## src/rtl/chroma_stream_arbiter_if.sv

```systemverilog
// Packed YUV422 stream channel shared by the decoder outputs and the chroma converter.
interface nasti_stream_channel #(
    parameter int DATA_W = 64
) ();
    logic [DATA_W-1:0]   t_data;
    logic [DATA_W/8-1:0] t_keep;
    logic                t_last;
    logic                t_valid;
    logic                t_ready;

    modport master (
        output t_data,
        output t_keep,
        output t_last,
        output t_valid,
        input  t_ready
    );

    modport slave (
        input  t_data,
        input  t_keep,
        input  t_last,
        input  t_valid,
        output t_ready
    );
endinterface

```

## src/rtl/chroma_stream_arbiter.sv

```systemverilog
// Packet-granular round-robin arbiter feeding one chroma converter from two YUV422 sources,
// with a single registered output stage so dst.t_ready reaches upstream through one gate level.
module chroma_stream_arbiter #(
    parameter int PKT_CNT_W = 16
) (
    input  logic                 clk,
    input  logic                 rst,
    nasti_stream_channel.slave   src0,
    nasti_stream_channel.slave   src1,
    nasti_stream_channel.master  dst,
    input  logic [1:0]           en,
    output logic [1:0]           grant,
    output logic                 busy,
    output logic [PKT_CNT_W-1:0] pkt_cnt0,
    output logic [PKT_CNT_W-1:0] pkt_cnt1
);

    localparam int DATA_W = 64;
    localparam int KEEP_W = DATA_W / 8;

    // One-hot owner encoding doubles as the registered grant output.
    typedef enum logic [1:0] {
        IDLE = 2'b00,
        OWN0 = 2'b01,
        OWN1 = 2'b10
    } state_t;

    state_t              state_reg;
    state_t              state_next;
    logic                rr_reg;
    logic                rr_next;
    logic [1:0]          state_bits;

    logic                dst_valid_reg;
    logic                dst_valid_next;
    logic [DATA_W-1:0]   dst_data_reg;
    logic [DATA_W-1:0]   dst_data_next;
    logic [KEEP_W-1:0]   dst_keep_reg;
    logic [KEEP_W-1:0]   dst_keep_next;
    logic                dst_last_reg;
    logic                dst_last_next;
    logic                dst_owner_reg;
    logic                dst_owner_next;

    logic [1:0]          src_valid;
    logic [1:0]          src_last;
    logic [DATA_W-1:0]   src_data [2];
    logic [KEEP_W-1:0]   src_keep [2];
    logic [1:0]          src_ready;
    logic [1:0]          src_hs;
    logic [1:0]          cand;

    logic                dst_free;
    logic                dst_hs;
    logic                beat_accept;
    logic                beat_src;

    assign src_valid   = {src1.t_valid, src0.t_valid};
    assign src_last    = {src1.t_last, src0.t_last};
    assign src_data[0] = src0.t_data;
    assign src_data[1] = src1.t_data;
    assign src_keep[0] = src0.t_keep;
    assign src_keep[1] = src1.t_keep;

    assign state_bits  = state_reg;
    assign dst_free    = !dst_valid_reg || dst.t_ready;
    assign dst_hs      = dst_valid_reg && dst.t_ready;

    genvar gi;
    generate
        for (gi = 0; gi < 2; gi++) begin : g_src
            logic [PKT_CNT_W-1:0] cnt_reg;

            assign src_ready[gi] = state_bits[gi] && dst_free;
            assign src_hs[gi]    = src_valid[gi] && src_ready[gi];
            assign cand[gi]      = src_valid[gi] && en[gi];

            // Count packets as they leave on dst, attributed by the owner tag of that beat.
            always_ff @(posedge clk or negedge rst) begin
                if (!rst) begin
                    cnt_reg <= '0;
                end else if (dst_hs && dst_last_reg && (dst_owner_reg == 1'(gi))) begin
                    cnt_reg <= cnt_reg + 1'b1;
                end
            end
        end
    endgenerate

    assign src0.t_ready = src_ready[0];
    assign src1.t_ready = src_ready[1];
    assign beat_accept  = |src_hs;
    assign beat_src     = src_hs[1];

    always_comb begin
        state_next = state_reg;
        rr_next    = rr_reg;
        case (state_reg)
            IDLE: begin
                if (cand == 2'b11) begin
                    state_next = rr_reg ? OWN1 : OWN0;
                end else if (cand[0]) begin
                    state_next = OWN0;
                end else if (cand[1]) begin
                    state_next = OWN1;
                end
            end
            OWN0: begin
                if (src_hs[0] && src_last[0]) begin
                    state_next = IDLE;
                    rr_next    = 1'b1;
                end
            end
            OWN1: begin
                if (src_hs[1] && src_last[1]) begin
                    state_next = IDLE;
                    rr_next    = 1'b0;
                end
            end
            default: begin
                state_next = IDLE;
            end
        endcase
    end

    // Output register: reload on every accepted beat, otherwise hold while stalled.
    always_comb begin
        dst_valid_next = dst_valid_reg;
        dst_data_next  = dst_data_reg;
        dst_keep_next  = dst_keep_reg;
        dst_last_next  = dst_last_reg;
        dst_owner_next = dst_owner_reg;
        if (beat_accept) begin
            dst_valid_next = 1'b1;
            dst_data_next  = src_data[beat_src];
            dst_keep_next  = src_keep[beat_src];
            dst_last_next  = src_last[beat_src];
            dst_owner_next = beat_src;
        end else if (dst.t_ready) begin
            dst_valid_next = 1'b0;
        end
    end

    always_ff @(posedge clk or negedge rst) begin
        if (!rst) begin
            state_reg     <= IDLE;
            rr_reg        <= 1'b0;
            dst_valid_reg <= 1'b0;
            dst_data_reg  <= '0;
            dst_keep_reg  <= '0;
            dst_last_reg  <= 1'b0;
            dst_owner_reg <= 1'b0;
        end else begin
            state_reg     <= state_next;
            rr_reg        <= rr_next;
            dst_valid_reg <= dst_valid_next;
            dst_data_reg  <= dst_data_next;
            dst_keep_reg  <= dst_keep_next;
            dst_last_reg  <= dst_last_next;
            dst_owner_reg <= dst_owner_next;
        end
    end

    assign dst.t_valid = dst_valid_reg;
    assign dst.t_data  = dst_data_reg;
    assign dst.t_keep  = dst_keep_reg;
    assign dst.t_last  = dst_last_reg;

    assign grant    = state_bits;
    assign busy     = (state_reg != IDLE) || dst_valid_reg;
    assign pkt_cnt0 = g_src[0].cnt_reg;
    assign pkt_cnt1 = g_src[1].cnt_reg;

endmodule

```

## src/flat_wrapper.sv

```systemverilog
// flat-port wrapper written by rule: the top's interface ports become plain ports
module chroma_stream_arbiter_flat 
#(
    parameter int PKT_CNT_W = 16
)
  (clk, rst, en, grant, busy, pkt_cnt0, pkt_cnt1, src0_t_data, src0_t_keep, src0_t_last, src0_t_valid, src0_t_ready, src1_t_data, src1_t_keep, src1_t_last, src1_t_valid, src1_t_ready, dst_t_data, dst_t_keep, dst_t_last, dst_t_valid, dst_t_ready);
  nasti_stream_channel src0_i ();
  nasti_stream_channel src1_i ();
  nasti_stream_channel dst_i ();
  input  logic clk;
  input  logic rst;
  input  logic [1:0] en;
  output logic [1:0] grant;
  output logic busy;
  output logic [PKT_CNT_W-1:0] pkt_cnt0;
  output logic [PKT_CNT_W-1:0] pkt_cnt1;
  input wire logic [$bits(src0_i.t_data)-1:0] src0_t_data;
  input wire logic [$bits(src0_i.t_keep)-1:0] src0_t_keep;
  input wire logic [$bits(src0_i.t_last)-1:0] src0_t_last;
  input wire logic [$bits(src0_i.t_valid)-1:0] src0_t_valid;
  output wire logic [$bits(src0_i.t_ready)-1:0] src0_t_ready;
  input wire logic [$bits(src1_i.t_data)-1:0] src1_t_data;
  input wire logic [$bits(src1_i.t_keep)-1:0] src1_t_keep;
  input wire logic [$bits(src1_i.t_last)-1:0] src1_t_last;
  input wire logic [$bits(src1_i.t_valid)-1:0] src1_t_valid;
  output wire logic [$bits(src1_i.t_ready)-1:0] src1_t_ready;
  output wire logic [$bits(dst_i.t_data)-1:0] dst_t_data;
  output wire logic [$bits(dst_i.t_keep)-1:0] dst_t_keep;
  output wire logic [$bits(dst_i.t_last)-1:0] dst_t_last;
  output wire logic [$bits(dst_i.t_valid)-1:0] dst_t_valid;
  input wire logic [$bits(dst_i.t_ready)-1:0] dst_t_ready;
  assign src0_i.t_data = src0_t_data;
  assign src0_i.t_keep = src0_t_keep;
  assign src0_i.t_last = src0_t_last;
  assign src0_i.t_valid = src0_t_valid;
  assign src0_t_ready = src0_i.t_ready;
  assign src1_i.t_data = src1_t_data;
  assign src1_i.t_keep = src1_t_keep;
  assign src1_i.t_last = src1_t_last;
  assign src1_i.t_valid = src1_t_valid;
  assign src1_t_ready = src1_i.t_ready;
  assign dst_t_data = dst_i.t_data;
  assign dst_t_keep = dst_i.t_keep;
  assign dst_t_last = dst_i.t_last;
  assign dst_t_valid = dst_i.t_valid;
  assign dst_i.t_ready = dst_t_ready;
  chroma_stream_arbiter #(.PKT_CNT_W(PKT_CNT_W)) u_core (.clk(clk), .rst(rst), .src0(src0_i), .src1(src1_i), .dst(dst_i), .en(en), .grant(grant), .busy(busy), .pkt_cnt0(pkt_cnt0), .pkt_cnt1(pkt_cnt1));
endmodule
```

## config.mk

```make
export PLATFORM = sky130hd
export DESIGN_NAME = chroma_stream_arbiter_flat
export DESIGN_NICKNAME = d
export VERILOG_FILES = /design/src/rtl/chroma_stream_arbiter_if.sv /design/src/rtl/chroma_stream_arbiter.sv /design/src/flat_wrapper.sv
export SDC_FILE = /design/constraint.sdc
export NUM_CORES = 1
export LEC_CHECK = 0
export CAP_MARGIN = 40
export CORE_MARGIN = 2
export CORE_UTILIZATION = 36
export DETAILED_ROUTE_END_ITERATION = 10
export GPL_TIMING_DRIVEN = 0
export HOLD_SLACK_MARGIN = 0.1
export PLACE_DENSITY_LB_ADDON = 0.08
export SYNTH_ARGS = -nofsm -noshare
export SYNTH_HDL_FRONTEND = slang
export SYNTH_SLANG_ARGS = --single-unit
```

## constraint.sdc

```tcl
create_clock -name clk -period 1.8 [get_ports clk]
set_clock_uncertainty 0.15 [all_clocks]
set_input_delay 0.36 -clock clk [delete_from_list [all_inputs] [get_ports clk]]
set_output_delay 0.36 -clock clk [all_outputs]
set_load 0.1 [all_outputs]
```

==> run metrics <==
result of the run=finished, violations left; failing checks=setup timing; Inst Count DP=1026; global-route usage over all layers=25.5%; flip-flop count of the largest register, all copies and words added=64; number of buffers on the longest clock path=2; synthesized net count=629; CP startpoint kind=register; maximum number of pins on one net before global-route repair=64; clock buffers created by TritonCTS=9; area occupied by multi-input gates=2290 sq um; Root Buffer=sky130_fd_sc_hd__clkbuf_16; total number of vias=5032; first-pass GRT wire length=29.1 mm; net switching share of the total power=51.5%; proportion of synthesized chip area in sequential cells=54.5%; critical setup path kind=register to primary output; DRC violation count after routing=0; number of fill cells=836; Yosys warning total=0; boundary pin count=264; combinational fraction of design power=71.0%; standby leakage power=5.03 nW; clock net sink count=110; vias in the first global route=5595; post-detailed-route wirelength per cell=18.9 um; proportion of power drawn by flip-flops and latches=19.9%; initial core utilization=36.7%; latest clock arrival within the worst-skew pair=350 ps; overall power of the completed layout=21.8 mW; initial antenna violation count=2; unique cell type count in the Yosys netlist=31; fraction of power consumed by the clock network=9.1%; final hold violation count=0; die width=122 um; Finish-stage setup viols=3; VDD IR-drop max=1.53 mV; crit path max fanout=6; number of instances in the synthesized netlist=471; Cell Pwr Density=2050 nW/um^2; Worst Hold Class=input pin to register; clock edge transition at the registers on the reported setup and hold paths=80 ps; data required time of the critical path=1290 ps; core region area=13800 sq um; worst setup margin=-84.3 ps; final weighted congestion in routability-driven placement=0.792; most instantiated library cell after synthesis=sky130_fd_sc_hd__dfrtp_1; Avg Inst Size Synth=10.7 sq um; largest cells by area after synthesis=sky130_fd_sc_hd__dfrtp_1, sky130_fd_sc_hd__mux2i_1, sky130_fd_sc_hd__nand2_1; Netlist Area Pre-Place=5050 sq um; sw power=11.2 mW; register bit total from synthesis=110; number of routed nets with antenna violations=0; post-route insts no fill=1011; minimum clock period=1880 ps; fraction of final layout cells with drive strength greater than 1=28.8%; final cycle utilization of the critical path=105%; count of final max-slew check failures=0; share of flip-flops with an asynchronous set or reset=100%; number of rows in the core area=43; Synth-to-Final Area Change=110%; sequential cell area=2830 sq um; internal power consumption=10.6 mW; overall die area=15000 sq um; biggest area consumer among synthesized cells=sky130_fd_sc_hd__dfrtp_1; total grt overflow=0; count of TritonRoute iterations in the first routing pass=5; fin nets=982; setup repair after global routing missed its margin=yes; detailed placement HPWL=14.3 mm; most used standard cells in the synthesized netlist=sky130_fd_sc_hd__dfrtp_1, sky130_fd_sc_hd__nand2_1, sky130_fd_sc_hd__mux2i_1; Buffers on Ports=263; top flip-flop cell by instance count after synthesis=sky130_fd_sc_hd__dfrtp_1; number of enable-type register cells in the synthesized netlist=0; area share of the leading cell type in the synthesized netlist=54.5%; TritonCTS clock tree=built; Worst EP arrival=1370 ps; peak clock frequency supported by timing=531 MHz; worst slew margin relative to its limit=67.9%; number of violations of the max-capacitance limit=0; H-tree lvl count=3; critical path endpoint category=primary output; number of violations reported at the end of detailed-routing iteration 0=234; Worst-Margin Slew=482 ps; floorplan die height=122 um; Detailed Route WL=19.1 mm; detail-routed via count per cell=4.98
## repair_timing
action,in CTS,in global routing
endpoints found under the setup margin,165,77
buffers inserted,7,10
hold buffers,1,0
pin swaps,3,2
gates resized for setup,178,36
cloned,0,1
hold endpoints to repair,47,0
## kinds of logic after synthesis
kind of cell,count (synthesis),share of synthesized area [%]
adders and majority gates,5,1.24
buffers and inverters,31,3.27
AOI/OAI and AO/OA,78,8.10
DFF,110,54.5
muxes,76,15.1
and+or+nand+nor,141,12.6
xor gates and xnor gates,30,5.20
## routing by layer
metal  wire length, um  part of all wire [%]  track usage [%]
met5                 0                     0                0
met4               589                   3.1             9.91
met3              1400                   7.3             7.81
met2             10400                    54             46.5
met1              6750                    35             27.4
## power by group through the flow
stage	clock network, mW	logic, mW	registers, mW
2_1_floorplan	0	2.06	10.4
3_3_place_gp	0	11.3	4.08
3_5_place_dp	0	15.7	4.12
4_1_cts	2.03	15.3	4.34
5_1_grt	2.12	16.0	4.45
6_report	1.98	15.5	4.34
## placed cells by master, fill, tap and decap left out, types with 3 or more instances in the layout
cell and instances:
sky130_fd_sc_hd__mux2i_1 72, sky130_fd_sc_hd__inv_1 3, sky130_fd_sc_hd__o21ai_1 32, sky130_fd_sc_hd__o21ai_0 39, sky130_fd_sc_hd__xor2_1 9, sky130_fd_sc_hd__dfrtp_4 15
sky130_fd_sc_hd__buf_16 40, sky130_fd_sc_hd__buf_12 73, sky130_fd_sc_hd__clkbuf_2 6, sky130_fd_sc_hd__nand4_1 8, sky130_fd_sc_hd__buf_2 10, sky130_fd_sc_hd__dfrtp_1 80
sky130_fd_sc_hd__nor2_1 3, sky130_fd_sc_hd__dlygate4sd2_1 49, sky130_fd_sc_hd__nand2_1 95, sky130_fd_sc_hd__clkdlybuf4s50_1 149, sky130_fd_sc_hd__ha_4 3, sky130_fd_sc_hd__and4_1 3
sky130_fd_sc_hd__nand3_1 9, sky130_fd_sc_hd__buf_4 17, sky130_fd_sc_hd__buf_6 8, sky130_fd_sc_hd__and3_1 3, sky130_fd_sc_hd__clkdlybuf4s15_2 4, sky130_fd_sc_hd__clkinvlp_4 3
sky130_fd_sc_hd__buf_8 5, sky130_fd_sc_hd__dfrtp_2 15, sky130_fd_sc_hd__xnor2_1 20, sky130_fd_sc_hd__clkbuf_16 9
## worst paths after layout
| check | cells past startpoint | start | slack [ps] | endpoint |
|---|---|---|---|---|
| max | 4 | u_core.grant[1] | -80 | busy |
| min | 3 | src1_t_valid | 230 | u_core.dst.t_valid |
| max reg2reg | 4 | u_core.pkt_cnt1[6] | 0 | u_core.pkt_cnt1[14] |
| min reg2reg | 1 | u_core.pkt_cnt0[15] | 340 | u_core.pkt_cnt0[15] |
| max in group asynchronous | 3 | rst | 450 | u_core.pkt_cnt1[8] |
| min in group asynchronous | 2 | rst | 360 | u_core.pkt_cnt0[6] |
## through the flow
step / hold WS (ps) / area, sq um / TNS, ps / setup slack (ps) / utilization, %
after global routing: 284 / 10600 / -507 / -128 / 77.1
after CTS: 333 / 10400 / -294 / -113 / 75.7
after detailed placement: 184 / 10200 / -40950 / -706 / 74.4
after global placement: 310 / 8070 / -539580 / -4990 / 58.6
final: 231 / 10600 / -195 / -84.3 / 77.1
after floorplan: -85.6 / 5210 / -583 / -103 / -
## critical path: stages, from the launching register on
cell                       delay (ps)
sky130_fd_sc_hd__dfrtp_4          520
sky130_fd_sc_hd__inv_4             90
sky130_fd_sc_hd__ha_4             160
sky130_fd_sc_hd__nand2b_4          80
sky130_fd_sc_hd__buf_16           170
## final cells by class
class,count,share of cell area [%]
sequential,110,26.6
tap,180,2.12
buffer,26,2.18
clock inverter,6,0.483
multi-input combinational,330,21.6
timing repair buffer,342,44.5
clock buffer,10,2.25
antenna,2,0.0471
inverter,5,0.200
No activity file was read; power rests on OpenSTA's default activity.
